**config.mk**
```make
export PLATFORM = sky130hd
export DESIGN_NAME = pm_page_writer
export DESIGN_NICKNAME = d
export VERILOG_FILES = /design/src/rtl/pm_pkg.sv /design/src/rtl/pm_word_assembler.sv /design/src/rtl/pm_page_writer.sv
export SDC_FILE = /design/constraint.sdc
export NUM_CORES = 1
export LEC_CHECK = 0
export CAP_MARGIN = 30
export CORE_MARGIN = 5
export CORE_UTILIZATION = 50
export DETAILED_ROUTE_END_ITERATION = 6
export HOLD_SLACK_MARGIN = 0.05
export PLACE_DENSITY = 0.73
export SLEW_MARGIN = 20
export SYNTH_ARGS = -nofsm -noshare
export SYNTH_HDL_FRONTEND = slang
export SYNTH_SLANG_ARGS = --single-unit
```
**constraint.sdc**
```tcl
create_clock -name clk_i -period 12.9 [get_ports clk_i]
set_clock_uncertainty 0.1 [all_clocks]
set_input_delay 3.225 -clock clk_i [delete_from_list [all_inputs] [get_ports clk_i]]
set_output_delay 3.225 -clock clk_i [all_outputs]
set_load 0.005 [all_outputs]
```
**src/rtl/pm_pkg.sv**
```systemverilog
// Shared program-memory constants: geometry defaults, byte-lane order and writer FSM encoding.
// Pure declarations; no timing or flow control of its own.
package pm_pkg;

    localparam int PM_WORD_SIZE = 16;
    localparam int PM_ADDR_W    = 13;
    localparam int PM_PAGE_W    = 6;

    // First byte of each stream pair lands in bits [7:0].
    localparam logic PM_LSB_FIRST = 1'b1;

    localparam logic [2:0] ST_IDLE   = 3'd0;
    localparam logic [2:0] ST_FILL   = 3'd1;
    localparam logic [2:0] ST_LASTWR = 3'd2;
    localparam logic [2:0] ST_VERIFY = 3'd3;
    localparam logic [2:0] ST_CHECK  = 3'd4;

endpackage

```
**src/rtl/pm_word_assembler.sv**
```systemverilog
// Pairs stream bytes into 16-bit PM words; the word/strobe appear combinationally on the odd accept.
// No backpressure of its own: accept_i is the caller's valid&ready handshake.
module pm_word_assembler
    import pm_pkg::*;
(
    input  logic                    clk_i,
    input  logic                    rst_i,
    input  logic                    clr_i,
    input  logic                    accept_i,
    input  logic [7:0]              byte_i,
    output logic [PM_WORD_SIZE-1:0] word_o,
    output logic                    word_stb_o
);

    logic       r_phase;
    logic [7:0] r_low;

    always_ff @(posedge clk_i) begin
        if (rst_i || clr_i) begin
            r_phase <= 1'b0;
            r_low   <= 8'h00;
        end else if (accept_i) begin
            r_phase <= ~r_phase;
            if (!r_phase) r_low <= byte_i;
        end
    end

    assign word_stb_o = accept_i & r_phase;
    assign word_o     = PM_LSB_FIRST ? {byte_i, r_low} : {r_low, byte_i};

endmodule

```
**src/rtl/pm_page_writer.sv**
```systemverilog
// Streams one page of bytes into PM as words, reads it back and compares 16-bit checksums.
// One write per odd byte, registered (1 cycle); byte_ready_o only in FILL, source stalls freely.
module pm_page_writer
    import pm_pkg::*;
#(
    parameter int WORD_SIZE = PM_WORD_SIZE,
    parameter int ADDR_W    = PM_ADDR_W,
    parameter int PAGE_W    = PM_PAGE_W
) (
    input  logic                 clk_i,
    input  logic                 rst_i,
    input  logic                 start_i,
    input  logic [ADDR_W-PAGE_W-1:0] page_i,
    input  logic                 abort_i,
    input  logic [7:0]           byte_i,
    input  logic                 byte_valid_i,
    output logic                 byte_ready_o,
    output logic [ADDR_W-1:0]    pm_addr_o,
    output logic [WORD_SIZE-1:0] pm_data_o,
    output logic                 pm_we_o,
    input  logic [WORD_SIZE-1:0] pm_data_i,
    output logic                 busy_o,
    output logic                 done_o,
    output logic                 error_o
);

    localparam int PG_W = ADDR_W - PAGE_W;

    logic [2:0]           r_state;
    logic [PG_W-1:0]      r_page;
    logic [PAGE_W-1:0]    r_idx;
    logic [WORD_SIZE-1:0] r_wr_sum;
    logic [WORD_SIZE-1:0] r_rd_sum;
    logic [ADDR_W-1:0]    r_pm_addr;
    logic [WORD_SIZE-1:0] r_pm_data;
    logic                 r_pm_we;
    logic                 r_error;

    logic                 w_busy;
    logic                 w_abort;
    logic                 w_start;
    logic                 w_byte_rdy;
    logic                 w_accept;
    logic                 w_check;
    logic                 w_chk_err;
    logic                 w_word_stb;
    logic [WORD_SIZE-1:0] w_word;
    logic [WORD_SIZE-1:0] w_rd_final;
    logic [PAGE_W-1:0]    w_idx_nxt;
    logic                 w_idx_last;

    assign w_busy     = (r_state != ST_IDLE);
    assign w_abort    = w_busy & abort_i;
    assign w_start    = (r_state == ST_IDLE) & start_i;
    assign w_byte_rdy = (r_state == ST_FILL) & ~abort_i;
    assign w_accept   = byte_valid_i & w_byte_rdy;
    assign w_idx_nxt  = r_idx + PAGE_W'(1);
    assign w_idx_last = &r_idx;
    assign w_check    = (r_state == ST_CHECK);
    assign w_rd_final = r_rd_sum + pm_data_i;
    assign w_chk_err  = (w_rd_final != r_wr_sum);

    pm_word_assembler u_asm (
        .clk_i      (clk_i),
        .rst_i      (rst_i),
        .clr_i      (w_start | w_abort),
        .accept_i   (w_accept),
        .byte_i     (byte_i),
        .word_o     (w_word),
        .word_stb_o (w_word_stb)
    );

    always_ff @(posedge clk_i) begin
        if (rst_i) begin
            r_state   <= ST_IDLE;
            r_page    <= '0;
            r_idx     <= '0;
            r_wr_sum  <= '0;
            r_rd_sum  <= '0;
            r_pm_addr <= '0;
            r_pm_data <= '0;
            r_pm_we   <= 1'b0;
            r_error   <= 1'b0;
        end else begin
            r_pm_we <= 1'b0;
            if (w_abort) begin
                r_state <= ST_IDLE;
                r_error <= 1'b1;
            end else begin
                case (r_state)
                    ST_IDLE: if (start_i) begin
                        r_state  <= ST_FILL;
                        r_page   <= page_i;
                        r_idx    <= '0;
                        r_wr_sum <= '0;
                        r_rd_sum <= '0;
                        r_error  <= 1'b0;
                    end
                    ST_FILL: if (w_word_stb) begin
                        r_pm_addr <= {r_page, r_idx};
                        r_pm_data <= w_word;
                        r_pm_we   <= 1'b1;
                        r_wr_sum  <= r_wr_sum + w_word;
                        r_idx     <= w_idx_nxt;
                        if (w_idx_last) r_state <= ST_LASTWR;
                    end
                    ST_LASTWR: begin
                        r_state   <= ST_VERIFY;
                        r_idx     <= '0;
                        r_pm_addr <= {r_page, {PAGE_W{1'b0}}};
                    end
                    // Read data trails its address by one cycle, so idx 0 has nothing to add yet.
                    ST_VERIFY: begin
                        if (r_idx != '0) r_rd_sum <= w_rd_final;
                        if (w_idx_last) begin
                            r_state <= ST_CHECK;
                        end else begin
                            r_idx     <= w_idx_nxt;
                            r_pm_addr <= {r_page, w_idx_nxt};
                        end
                    end
                    ST_CHECK: begin
                        r_rd_sum <= w_rd_final;
                        r_error  <= w_chk_err;
                        r_state  <= ST_IDLE;
                    end
                    default: r_state <= ST_IDLE;
                endcase
            end
        end
    end

    assign byte_ready_o = w_byte_rdy;
    assign pm_addr_o    = r_pm_addr;
    assign pm_data_o    = r_pm_data;
    assign pm_we_o      = r_pm_we;
    assign busy_o       = w_busy;
    assign done_o       = w_check & ~abort_i;
    assign error_o      = r_error | (done_o & w_chk_err);

endmodule

```
Word level (Yosys, flattened, before mapping). Index checks and enable logic that the tools add are counted.

Register bits after elaboration: 88. Latch bits: 0. RAM bits: 0. Memory bits (read-only): 0. Input bits: 36. Output and inout bits: 34. Word-level logic and storage cells: 81. Memories kept: 0.

Add/subtract/negate cells: 3. Multiply operators: 0. Divide/modulo/power cells: 0. Order comparisons: 0. Equal/unequal tests: 12. Shifts and indexed selects: 0. Muxes and demuxes: 21. Bitwise operators: 13. Reductions and logical operators: 21.

Operators by type and width (number): 16-bit two-way mux (3); 16-bit case mux with 3 select lines (1); 13-bit case mux with 3 select lines (1); 16-bit adder (2); 16-bit case mux with 2 select lines (1); 13-bit two-way mux (2); 6-bit case mux with 4 select lines (1); 6-bit two-way mux (3); 16-bit != test (1); 4-bit AND reduction (4); 3-bit two-way mux (4); 3-bit case mux with 4 select lines (1); 3-bit nonzero test (4); 2-bit != test, second input constant (5); 1-bit bitwise AND (7); 6-bit by 1-bit adder with 6-bit output, second input constant (1); 3-bit by 2-bit == test with 1-bit output, second input constant (2); 3-bit AND reduction (2); 6-bit AND reduction (1); 6-bit nonzero test (1); 5-bit AND reduction (1); 1-bit inverter (4); 2-bit AND reduction (2); 4-bit nonzero test (1); other kinds (12) (15).

Logic depth before layout (Yosys ltp). Gate-level depths: netlist (run 1).

Depth after elaboration: 6. Gate-level depth with buffers: 12. Gate-level depth less buffers: 12.

Modules after synthesis. Synthesis (run 1) repeated with hierarchy kept, for this count alone.

Cells, all modules: 683. Area total of the unflattened synthesis: 5347.6 um2.

By module, submodules not included: pm_page_writer (instances 1, cells an instance 633, area an instance 4951.0 um2, sequential area each 1581.5 um2); pm_word_assembler (instances 1, cells an instance 50, area an instance 396.6 um2, sequential area each 180.2 um2).

Worst setup path after synthesis (run 1). OpenSTA, ideal clock, no wires.

Path kind: input-to-output. Start: in pm_data_i[0]. End: out error_o. Arrival: 5.592 ns. Required time: 9.575 ns. Setup slack: 3.983 ns. Stages on the path: 12. Path buffers: 0. Cells stage by stage: ha_1 > inv_1 > fa_1 > nor2b_1 > o31a_4 > o211a_1 > or3_4 > a21o_1 > a2111oi_4 > o2111ai_1 > nor3_1 > a21oi_1.

Cells in the longest elaborated chain, start to end: 4.

Ends and longest elaborated chain: start: declaration (RTL line pm_page_writer.sv:21) `input logic [WORD_SIZE-1:0] pm_data_i,`; 16-bit adder (RTL line pm_page_writer.sv:60) `assign w_rd_final = r_rd_sum + pm_data_i;`; 16-bit != test (RTL line pm_page_writer.sv:61) `assign w_chk_err = (w_rd_final != r_wr_sum);`; 1-bit bitwise AND (RTL line pm_page_writer.sv:139) `assign error_o = r_error | (done_o & w_chk_err);`; 1-bit bitwise OR (RTL line pm_page_writer.sv:139); end: declaration (RTL line pm_page_writer.sv:24) `output logic error_o`.

Every way passes these cells.

Final worst setup path (run 1). Same ends and word-level chain as after synthesis.

==> reports/summary.json, run 1 <==
{
  "max_stage_delay_ns": 0.55,
  "timing.max_cap.violations": 0,
  "cts.path.max_buffers": 2,
  "ant_nets": 0,
  "synthesis.nets": 736,
  "post_synth_and_or_nand_nor_area_fraction_pct": 22.2,
  "synthAdderAreaFrac_pct": 8.28,
  "number_of_enable_flip_flop_cells_after_synthesis": 0,
  "p_leak_nw": 2.42,
  "dieHeight_um": 113,
  "period_minus_slack_ns": 10.04,
  "reg2reg_setup_slack_ns": 9.80,
  "drc_errors": 0,
  "antenna-diode-count": 0,
  "initial_utilization_pct": 51.3,
  "place_congestion": 0.919,
  "cp.arrival_ns": 6.72,
  "worst_path_dominant_cell_family": "compound AO/OA/AOI/OAI gates",
  "numClockSinks": 88,
  "first_pass_iters": 6,
  "maxSlewViolCount": 0,
  "track_usage_pct": 22.3,
  "post_synth_inst_count": 666,
  "startpoint_type": "primary input",
  "pin_count": 70,
  "synth_xor_xnor_area_share_pct": 6.04,
  "synth_top_family_by_area": "compound AO/OA/AOI/OAI gates",
  "syn_area_mm2": 0.00532,
  "synth_area_in_compound_gates_pct": 22.5,
  "worstSetupPathDepth": 14,
  "grt_pass1_wl_mm": 23.4,
  "io_buf_count": 69,
  "area_delta_synth_final_pct": 17.3,
  "yosysWarnings": 0,
  "post_drt_via_cell_ratio": 5.85,
  "ys_types": 68,
  "number_of_gates_resized_after_cts": 0,
  "holdCritPathClass": "register to register",
  "setup.worst_path.start": "pm_data_i[0]",
  "postPlaceCellArea_mm2": 0.00605,
  "postSynthAreaPerCell_um2": 7.99,
  "timing.rr.start": "r_rd_sum[0]",
  "crit_buf_inv": 3,
  "yosys_register_bits": 88,
  "clk_pin_slew_worst_paths_ns": 0.09,
  "cts_tree": "built",
  "clock_latency_ns": 0.37,
  "drive_gt1_share_pct": 5.59,
  "final_wirelength_mm": 14.1,
  "first_global_vias": 4774,
  "cp-end-kind": "primary output",
  "power_per_cell_area_mw_per_mm2": 85.9,
  "outcome": "completed",
  "hold_path_depth": 2,
  "timing_worst_slew_pin_value_ns": 0.936,
  "synth_ff_type": "sky130_fd_sc_hd__dfxtp_1",
  "critical_path_class": "primary input to primary output",
  "cp-endpoint": "error_o",
  "critical_path_cell_sequence": "clkdlybuf4s50_1 -> ha_1 -> inv_1 -> fa_1 -> nor2b_1 -> o31a_4 -> o21ai_0 -> o211ai_1 -> o41ai_1 -> o21bai_1 -> o32ai_1 -> nor3_1 -> a21oi_1 -> clkdlybuf4s50_1",
  "postSynth.asyncResetShare_pct": 0,
  "final_min_period_over_clock_period_pct": 77.8,
  "crit_path_slowest_cell": "sky130_fd_sc_hd__clkdlybuf4s50_1",
  "synth.area.mux_share_pct": 3.79,
  "cts_setup_buffers": 0,
  "core_mm2": 0.0104,
  "place.detailed.hpwl_mm": 10.4,
  "clock.fmax_mhz": 99.6,
  "critical_path_peak_fanout": 8,
  "end_of_the_worst_register_to_register_path": "r_error",
  "design.die.area_mm2": 0.0128,
  "critPathRequiredTime_ns": 9.57,
  "setup_violations": 0,
  "layout.cell_area.non_filler_mm2": 0.00624,
  "cts_htree_levels": 3,
  "wl_per_cell_um": 16.6,
  "layout_setup_ws_ns": 2.86,
  "vias": 4977,
  "hold_violations": 0,
  "r2r.worst_path.cells": 12,
  "initial_antenna_violation_count": 0,
  "vdd.ir_drop.worst_uv": 66.8,
  "placementRows": 37,
  "cts_hold_buf": 0,
  "tritoncts.num_buffers": 9,
  "dr.first_iter.drc_count": 277,
  "cpMostUsedCell": "sky130_fd_sc_hd__clkdlybuf4s50_1",
  "rsz0062_at_grt": "no",
  "place_ws_ns": 2.90,
  "pin_count_of_the_biggest_net_entering_global_routing": 78,
  "cts-root-buf": "sky130_fd_sc_hd__clkbuf_8",
  "synth_sequential_area_ratio_pct": 33.1,
  "overflow_left_after_global_routing": 0,
  "slew_headroom_pct": 37.6,
  "fp.dieW_um": 113,
  "setup_tns_ns": 0,
  "layout.nets": 780
}
-- how the worst min path moves through the flow --
stage,start,endpoint,slack [ns]
2_1_floorplan,r_rd_sum[8],r_rd_sum[8],0.34
3_3_place_gp,r_page[6],r_page[6],0.34
3_5_place_dp,r_page[6],r_page[6],0.35
4_1_cts,r_page[6],r_page[6],0.36
5_1_grt,r_page[6],r_page[6],0.39
6_report,r_page[6],r_page[6],0.36
-- cells by family after synthesis --
| logic type | count (synthesis) |
|---|---|
| simple gates | 259 |
| mux | 20 |
| compound gates | 176 |
| fa+ha+maj | 34 |
| flops | 88 |
| buf+inv | 54 |
| xor+xnor | 35 |
-- synthesized netlist by cell type (2+ instances only) --
master	n	area, um2
sky130_fd_sc_hd__nor2b_1	6	37.5
sky130_fd_sc_hd__a21oi_1	57	285
sky130_fd_sc_hd__clkbuf_1	35	131
sky130_fd_sc_hd__a21o_1	11	82.6
sky130_fd_sc_hd__buf_6	2	22.5
sky130_fd_sc_hd__buf_2	2	10.0
sky130_fd_sc_hd__nor4_1	3	18.8
sky130_fd_sc_hd__mux2i_1	19	190
sky130_fd_sc_hd__o21ai_1	4	20.0
sky130_fd_sc_hd__fa_1	2	40.0
sky130_fd_sc_hd__o2111ai_1	2	17.5
sky130_fd_sc_hd__nand2_1	85	319
sky130_fd_sc_hd__a21boi_0	2	15.0
sky130_fd_sc_hd__nand3_1	23	115
sky130_fd_sc_hd__or3_1	3	18.8
sky130_fd_sc_hd__o31ai_1	3	22.5
sky130_fd_sc_hd__dfxtp_1	88	1760
sky130_fd_sc_hd__or3_4	2	22.5
sky130_fd_sc_hd__o21ai_0	14	70.1
sky130_fd_sc_hd__a32o_1	2	20.0
sky130_fd_sc_hd__xor2_1	12	105
sky130_fd_sc_hd__a211oi_1	12	90.1
sky130_fd_sc_hd__buf_1	2	7.51
sky130_fd_sc_hd__inv_1	12	45.0
sky130_fd_sc_hd__o41ai_1	2	17.5
sky130_fd_sc_hd__a31oi_1	6	37.5
sky130_fd_sc_hd__or2_1	2	12.5
sky130_fd_sc_hd__nand3b_1	2	15.0
sky130_fd_sc_hd__o21bai_1	3	22.5
sky130_fd_sc_hd__nand4_1	4	25.0
sky130_fd_sc_hd__nor3_1	12	60.1
sky130_fd_sc_hd__o32ai_1	2	17.5
sky130_fd_sc_hd__and3_1	7	43.8
sky130_fd_sc_hd__nand2b_1	4	25.0
sky130_fd_sc_hd__o211ai_1	6	45.0
sky130_fd_sc_hd__o311ai_0	2	17.5
sky130_fd_sc_hd__xnor2_1	22	193
sky130_fd_sc_hd__a311oi_1	3	26.3
sky130_fd_sc_hd__ha_1	32	400
sky130_fd_sc_hd__nor2_1	88	330
sky130_fd_sc_hd__o21a_1	4	30.0
sky130_fd_sc_hd__a22oi_1	28	210
sky130_fd_sc_hd__and2_1	3	18.8
sky130_fd_sc_hd__or2_2	7	43.8
-- routing by layer --
| metal | GRT usage, % | vias to the layer above | wire, um |
|---|---|---|---|
| met1 | 28.2 | 2345 | 6060 |
| met5 | 0 | - | 0 |
| li1 | - | 2466 | - |
| met4 | 7.53 | 0 | 284 |
| met2 | 36.8 | 142 | 6780 |
| met3 | 6.10 | 24 | 958 |
-- where the power goes --
| group | internal (W) | total (W) | switching, W |
|---|---|---|---|
| clock | 0.0000955 | 0.000199 | 0.000104 |
| sequential | 0.000274 | 0.000277 | 0.00000269 |
| combinational | 0.0000267 | 0.0000608 | 0.0000341 |
-- worst register-to-register path: stages (launching register included) --
cell	delay, ns
sky130_fd_sc_hd__dfxtp_1	0.33
sky130_fd_sc_hd__ha_1	0.21
sky130_fd_sc_hd__inv_1	0.07
sky130_fd_sc_hd__fa_1	0.20
sky130_fd_sc_hd__nor2b_1	0.08
sky130_fd_sc_hd__o31a_4	0.33
sky130_fd_sc_hd__o211a_1	0.25
sky130_fd_sc_hd__or3_4	0.34
sky130_fd_sc_hd__a21o_1	0.22
sky130_fd_sc_hd__a2111oi_4	0.33
sky130_fd_sc_hd__o2111ai_1	0.20
sky130_fd_sc_hd__nor4_2	0.25
sky130_fd_sc_hd__a21oi_1	0.10
-- layout by cell type, fill, tap and decap left out, drive strengths merged, types with 9 or more instances in the layout --
cell type / count
a22oi: 28
nor3: 13
ha: 32
dfxtp: 88
a21oi: 57
nand3: 23
inv: 14
xnor2: 22
nor2: 88
clkdlybuf4s50: 68
or2: 9
nand2: 85
clkbuf: 12
mux2i: 19
o21ai: 18
a21o: 11
a211oi: 12
xor2: 12
-- sequential cells by signal, indices dropped and copies added, names as in the netlist --
| name | cells |
|---|---|
| pm_addr_o | 13 |
| r_page | 7 |
| pm_we_o | 1 |
| pm_data_o | 16 |
| r_state | 3 |
| u_asm.r_low | 8 |
| r_error | 1 |
| r_rd_sum | 16 |
| r_idx | 6 |
| u_asm.r_phase | 1 |
| r_wr_sum | 16 |
-- metrics by stage --
stage / total power [W] / util [%] / hold slack [ns] / std cells
floorplan: 0.000319 / - / 0.336 / 666
global placement: 0.000342 / 58.3 / 0.343 / 835
detailed placement: 0.000343 / 58.3 / 0.349 / 835
CTS: 0.000540 / 60.2 / 0.361 / 851
global route: 0.000559 / 60.2 / 0.386 / 851
finish: 0.000536 / 60.2 / 0.362 / 851
-- cell type report --
cell class	count	area (um2)
fillers	972	4130
multi-input cells	524	3340
flip-flops and latches	88	1760
repair buffers	74	723
well taps	136	170
clock buffers	12	145
clock inverters	4	51.3
inverters	13	48.8
No activity file was read; power rests on OpenSTA's default activity.
==> run 2: changes to the inputs <==
--- a/config.mk
+++ b/config.mk
@@ -10,7 +10,7 @@
 export CORE_UTILIZATION = 50
 export DETAILED_ROUTE_END_ITERATION = 6
 export HOLD_SLACK_MARGIN = 0.05
-export PLACE_DENSITY = 0.73
+export PLACE_DENSITY = 0.76
 export SLEW_MARGIN = 20
 export SYNTH_ARGS = -nofsm -noshare
 export SYNTH_HDL_FRONTEND = slang
==> constraint.sdc (replaced) <==
create_clock -name clk_i -period 8.8 [get_ports clk_i]
set_clock_uncertainty 0.1 [all_clocks]
set_input_delay 2.2 -clock clk_i [delete_from_list [all_inputs] [get_ports clk_i]]
set_output_delay 2.2 -clock clk_i [all_outputs]
set_load 0.005 [all_outputs]
==> run 2 against run 1 <==
  * Register-to-register slack worse by 4.2 ns
  * Core utilization rose by 0.097 points
  * Non-clock buffer count increased by 1
  * Clock power is 42% higher
  * Sequential cell count did not move
  * Cell area up 0.16%
  * Total power rose by 45%
  * Routed wire length hardly changed
  * Hold slack got worse by 0.0026 ns
  * Combinational power grew 48%
  * Global-route usage fell by 0.87 points
  * Die area unchanged
  * Critical path type unchanged
  * Critical endpoint unchanged
  * Largest power group unchanged
==> reports/summary.json, run 2 (synthesized netlist as in run 1, its figures left out) <==
{
  "crit_path_slowest_cell": "sky130_fd_sc_hd__clkdlybuf4s50_1",
  "pin_count_of_the_biggest_net_entering_global_routing": 78,
  "final_min_period_over_clock_period_pct": 91.2,
  "timing.max_cap.violations": 0,
  "tritoncts.num_buffers": 9,
  "cts_htree_levels": 3,
  "io_buf_count": 69,
  "fillers": 958,
  "combPwrFrac_pct": 11.6,
  "numClockSinks": 88,
  "wl_per_cell_um": 16.5,
  "cts_hold_buf": 0,
  "first_global_vias": 4644,
  "sequential_cell_area_mm2": 0.00176,
  "first_pass_iters": 5,
  "place.detailed.hpwl_mm": 10.4,
  "outcome": "completed",
  "cpMostUsedCell": "sky130_fd_sc_hd__clkdlybuf4s50_1",
  "layout.cell_area.non_filler_mm2": 0.00625,
  "dr.first_iter.drc_count": 314,
  "critical_path_peak_fanout": 8,
  "hold_path_depth": 2,
  "setup_tns_ns": 0,
  "drc_errors": 0,
  "worst_path_dominant_cell_family": "compound AO/OA/AOI/OAI gates",
  "number_of_gates_resized_after_cts": 0,
  "antenna-diode-count": 0,
  "timing_worst_slew_pin_value_ns": 0.794,
  "dieHeight_um": 113,
  "power_per_cell_area_mw_per_mm2": 124,
  "ant_nets": 0,
  "critPathRequiredTime_ns": 6.50,
  "post_drt_via_cell_ratio": 5.85,
  "multi_input_logic_area_mm2": 0.00334,
  "layout_setup_ws_ns": 0.777,
  "clock_power_share_pct": 36.3,
  "holdCritPathClass": "register to register",
  "cts_tree": "built",
  "core_mm2": 0.0104,
  "seq_power_share_pct": 52.1,
  "critical_path_cell_sequence": "clkdlybuf4s50_1 -> ha_1 -> inv_1 -> fa_1 -> nor2b_1 -> o31a_4 -> o21ai_0 -> o211ai_1 -> o41ai_1 -> o21bai_1 -> o32ai_1 -> nor3_1 -> a21oi_1 -> clkdlybuf4s50_1",
  "hold_violations": 0,
  "place_congestion": 0.901,
  "cp-end-kind": "primary output",
  "drive_gt1_share_pct": 5.87,
  "pin_count": 70,
  "critical_path_class": "primary input to primary output",
  "postPlaceCellArea_mm2": 0.00605,
  "maxSlewViolCount": 0,
  "area_delta_synth_final_pct": 17.5,
  "grt_pass1_wl_mm": 22.9,
  "track_usage_pct": 21.5,
  "period_minus_slack_ns": 8.02,
  "max_stage_delay_ns": 0.56,
  "cts.path.max_buffers": 2,
  "final_wirelength_mm": 14.1,
  "switchingPower_w": 0.000204,
  "cp.arrival_ns": 5.72,
  "finish.cell_count_without_fillers": 852,
  "vdd.ir_drop.worst_uv": 104,
  "place_ws_ns": 0.783,
  "clock.fmax_mhz": 125,
  "design.die.area_mm2": 0.0128,
  "placementRows": 37,
  "initial_utilization_pct": 51.3,
  "final_cell_mix": "sky130_fd_sc_hd__nor2_1 (88), sky130_fd_sc_hd__dfxtp_1 (88), sky130_fd_sc_hd__nand2_1 (85)",
  "dp_cells": 835,
  "fp.dieW_um": 113,
  "cts-root-buf": "sky130_fd_sc_hd__clkbuf_8",
  "layout.nets": 781,
  "setup_violations": 0,
  "r2r.worst_path.cells": 12,
  "crit_buf_inv": 3,
  "internal_power_w": 0.000574,
  "power.share.switching_pct": 26.3,
  "initial_antenna_violation_count": 0,
  "startpoint_type": "primary input",
  "p_leak_nw": 2.42,
  "clock_latency_ns": 0.36,
  "worstSetupPathDepth": 14,
  "cts_setup_buffers": 0,
  "clk_pin_slew_worst_paths_ns": 0.09,
  "rsz0062_at_grt": "no",
  "vias": 4986,
  "slew_headroom_pct": 47.1,
  "overflow_left_after_global_routing": 0
}
## run 2: path summary, 6_finish.rpt
check | startpoint | endpoint | slack (ns)
max | pm_data_i[0] | error_o | 0.78
min | pm_data_o[0] | pm_data_o[0] | 0.36
max reg2reg | r_rd_sum[0] | r_error | 5.60
min reg2reg | pm_data_o[0] | pm_data_o[0] | 0.36
## run 2: power by group through the flow
| stage | combinational (W) | sequential, W | clock [W] |
|---|---|---|---|
| final | 0.0000902 | 0.000406 | 0.000282 |
| after floorplan | 0.0000548 | 0.000413 | 0 |
| after CTS | 0.0000885 | 0.000405 | 0.000289 |
| after global routing | 0.0000981 | 0.000406 | 0.000305 |
| after global placement | 0.0000866 | 0.000415 | 0 |
| after detailed placement | 0.0000881 | 0.000415 | 0 |
## run 2: metrics by stage
stage	utilization (%)	hold WS [ns]	power, W
2_1_floorplan	-	0.336	0.000468
3_3_place_gp	58.3	0.342	0.000501
3_5_place_dp	58.3	0.348	0.000503
4_1_cts	60.2	0.360	0.000783
5_1_grt	60.3	0.374	0.000810
6_report	60.3	0.359	0.000778
## run 2: area by class of cell
class / instances / area share, %
multi-input combinational: 524 / 53.5
sequential: 88 / 28.2
timing repair buffer: 75 / 11.7
tap: 136 / 2.72
clock buffer: 10 / 2.04
clock inverter: 6 / 1.08
inverter: 13 / 0.780
## run 2: layer usage
layer / up-vias / global-route usage, % / part of all wire, %
met2: 171 / 35.5 / 47
met4: 0 / 5.93 / 1.5
li1: 2470 / - / -
met3: 22 / 4.17 / 6.1
met1: 2323 / 28.6 / 45
met5: - / 0 / 0
## run 2: worst min-delay path: cells and delay by family (launching register included)
| kind | cells | cell delay [ns] |
|---|---|---|
| DFF | 1 | 0.32 |
| and+or+nand+nor | 1 | 0.05 |
| AOI/OAI and AO/OA | 1 | 0.05 |
==> run 3: changes to the inputs <==
--- a/config.mk
+++ b/config.mk
@@ -5,12 +5,14 @@
 export SDC_FILE = /design/constraint.sdc
 export NUM_CORES = 1
 export LEC_CHECK = 0
+export ABC_AREA = 1
 export CAP_MARGIN = 30
 export CORE_MARGIN = 5
 export CORE_UTILIZATION = 50
 export DETAILED_ROUTE_END_ITERATION = 6
 export HOLD_SLACK_MARGIN = 0.05
 export PLACE_DENSITY = 0.76
+export SETUP_SLACK_MARGIN = 0.15
 export SLEW_MARGIN = 20
 export SYNTH_ARGS = -nofsm -noshare
 export SYNTH_HDL_FRONTEND = slang
==> run 3 against run 2 <==
  * Final cell count grew 17%
  * Sequential cell count is the same
  * Die area grew 0.96%
  * Combinational power grew to 4.1 times the previous value
==> reports/summary.json, run 3 <==
{
  "critical_path_cell_sequence": "clkdlybuf4s50_1 -> ha_1 -> inv_1 -> fa_1 -> inv_1 -> nand3_1 -> nand2_1 -> nand2_1 -> nand3_1 -> nand2_1 -> nand2_1 -> nand2_1 -> nand3b_1 -> nor2_1 -> nand3_1 -> a21o_1 -> clkdlybuf4s50_1",
  "grt_pass1_wl_mm": 23.3,
  "synthDominantCellAreaShare_pct": 32.8,
  "layout.nets": 927,
  "postSynth.asyncResetShare_pct": 0,
  "cts_setup_buffers": 0,
  "crit_path_slowest_cell": "sky130_fd_sc_hd__clkdlybuf4s50_1",
  "ant_nets": 0,
  "p_leak_nw": 2.96,
  "dp_cells": 981,
  "hold_slack_ns": 0.350,
  "clock_latency_ns": 0.36,
  "vdd.ir_drop.worst_uv": 108,
  "drc_errors": 0,
  "final_wirelength_mm": 13.4,
  "critical_path_peak_fanout": 4,
  "place_congestion": 0.914,
  "hold_violations": 0,
  "crit_buf_inv": 4,
  "finish.cell_count_without_fillers": 998,
  "yosysWarnings": 0,
  "final_cell_mix": "sky130_fd_sc_hd__nand2_1 (191), sky130_fd_sc_hd__inv_1 (95), sky130_fd_sc_hd__a21oi_1 (90)",
  "library_cell_occupying_the_most_area_in_the_post_synthesis_netlist": "sky130_fd_sc_hd__dfxtp_1",
  "vias": 5195,
  "antenna-diode-count": 0,
  "period_minus_slack_ns": 7.31,
  "pin_count": 70,
  "holdCritPathClass": "register to register",
  "seq_power_share_pct": 41.2,
  "numClockSinks": 88,
  "timing_worst_slew_pin_value_ns": 0.898,
  "overflow_left_after_global_routing": 0,
  "setup_tns_ns": 0,
  "initial_antenna_violation_count": 0,
  "clk_pin_slew_worst_paths_ns": 0.09,
  "cts_hold_buf": 0,
  "internal_power_w": 0.000750,
  "number_of_enable_flip_flop_cells_after_synthesis": 0,
  "track_usage_pct": 21.5,
  "post_synth_inst_count": 793,
  "ys_types": 42,
  "core_util_final_pct": 61.4,
  "area_delta_synth_final_pct": 18.9,
  "slew_headroom_pct": 40.1,
  "design.die.area_mm2": 0.0129,
  "cts_tree": "built",
  "layout_commonest_cell": "sky130_fd_sc_hd__nand2_1",
  "outcome": "completed",
  "wl_per_cell_um": 13.4,
  "critical_path_class": "primary input to primary output",
  "dieHeight_um": 114,
  "first_pass_iters": 5,
  "dr.first_iter.drc_count": 253,
  "pin_count_of_the_biggest_net_entering_global_routing": 41,
  "clock_power_share_pct": 26.8,
  "max_stage_delay_ns": 0.46,
  "rsz0062_at_grt": "no",
  "cts-root-buf": "sky130_fd_sc_hd__clkbuf_8",
  "startpoint_type": "primary input",
  "cts_htree_levels": 3,
  "fp.dieW_um": 114,
  "synth.top_cells.by_count": "sky130_fd_sc_hd__nand2_1 (191), sky130_fd_sc_hd__inv_1 (95), sky130_fd_sc_hd__a21oi_1 (90)",
  "first_global_vias": 5155,
  "placementRows": 37,
  "combPwrFrac_pct": 32.0,
  "setup_violations": 0,
  "critPathRequiredTime_ns": 6.50,
  "synth.most_common_cell": "sky130_fd_sc_hd__nand2_1",
  "synthesis.nets": 863,
  "cp.arrival_ns": 5.01,
  "syn_area_mm2": 0.00538,
  "core_mm2": 0.0104,
  "final_min_period_over_clock_period_pct": 83.1,
  "post_synth_main_area_contributors": "sky130_fd_sc_hd__dfxtp_1 (33%), sky130_fd_sc_hd__nand2_1 (13%), sky130_fd_sc_hd__a21oi_1 (8.4%)",
  "place.detailed.hpwl_mm": 10.1,
  "clock.fmax_mhz": 137,
  "number_of_gates_resized_after_cts": 0,
  "maxSlewViolCount": 0,
  "initial_utilization_pct": 51.6,
  "worst_path_dominant_cell_family": "buffers and inverters",
  "cpMostUsedCell": "sky130_fd_sc_hd__nand2_1",
  "synth_ff_type": "sky130_fd_sc_hd__dfxtp_1",
  "yosys_register_bits": 88,
  "fillers": 997,
  "cp-end-kind": "primary output",
  "timing.max_cap.violations": 0,
  "postSynthAreaPerCell_um2": 6.78,
  "tritoncts.num_buffers": 9,
  "synth_sequential_area_ratio_pct": 32.8,
  "switchingPower_w": 0.000413,
  "drive_gt1_share_pct": 5.34,
  "power_per_cell_area_mw_per_mm2": 182,
  "power.share.switching_pct": 35.5,
  "post_drt_via_cell_ratio": 5.21,
  "io_buf_count": 69,
  "cts.path.max_buffers": 2
}
run 3: changes by cell type after synthesis, sizes merged, moves of 7 or more:
cell	change
nor2b	-7
a21o	-8
inv	+88
nor3	-7
a22oi	-26
and3	-7
nand2	+108
nand3	+36
mux2i	-19
xnor2	-19
clkbuf	-25
o21ai	+43
a21oi	+33
run 3: cell families (layout without fill, tap and decap cells):
kind of cell    Yosys count  after routing  share of synthesized area, %
buf+inv                 120            189                          8.86
flops                    88             88                          32.8
compound gates          171            171                          17.2
fa+ha+maj                34             34                          8.19
xor+xnor                 20             20                          4.28
simple gates            360            360                          28.7
run 3: per-layer routing:
layer  global-route usage (%)  vias up  part of all wire [%]
met5                        0        -                     0
met4                     7.61        0                   1.8
met3                     3.77       24                   4.2
met2                     35.2      120                    45
met1                     28.5     2335                    49
li1                         -     2716                     -
run 3: tightest hold or removal path, stage by stage (launching register included):
cell	delay, ns
sky130_fd_sc_hd__dfxtp_1	0.32
sky130_fd_sc_hd__inv_1	0.05
sky130_fd_sc_hd__a21oi_1	0.05
run 3: area by class of cell:
type	count	area [um2]	share of cell area, %
clock buffers	9	124	1.94
clock inverters	7	92.6	1.45
repair buffers	71	726	11.3
inverters	102	383	5.99
multi-input cells	585	3140	49.1
flip-flops and latches	88	1760	27.5
well taps	136	170	2.66
run 3: metrics by stage:
step                      instance area [um2]  worst slack (ns)  power (W)
after floorplan                          5380              2.65   0.000744
after global placement                   6150              1.55   0.000845
after detailed placement                 6150              1.47   0.000855
after CTS                                6370              1.47    0.00117
after global routing                     6400              1.23    0.00124
final                                    6400              1.49    0.00116
run 3: power groups by stage:
stage	clock [W]	combinational, W	sequential [W]
floorplan	0	0.000262	0.000482
global placement	0	0.000359	0.000486
detailed placement	0	0.000367	0.000488
CTS	0.000319	0.000370	0.000479
global route	0.000338	0.000419	0.000486
finish	0.000312	0.000372	0.000479
run 3: path summary, 6_finish.rpt:
check                             startpoint      endpoint  slack [ns]  cells after the start
worst max-delay path            pm_data_i[0]       error_o        1.49                     17
worst min-delay path            pm_addr_o[7]  pm_addr_o[7]        0.35                      2
worst max register to register    r_state[0]  pm_addr_o[1]        6.35                     11
worst min register to register  pm_addr_o[7]  pm_addr_o[7]        0.35                      2
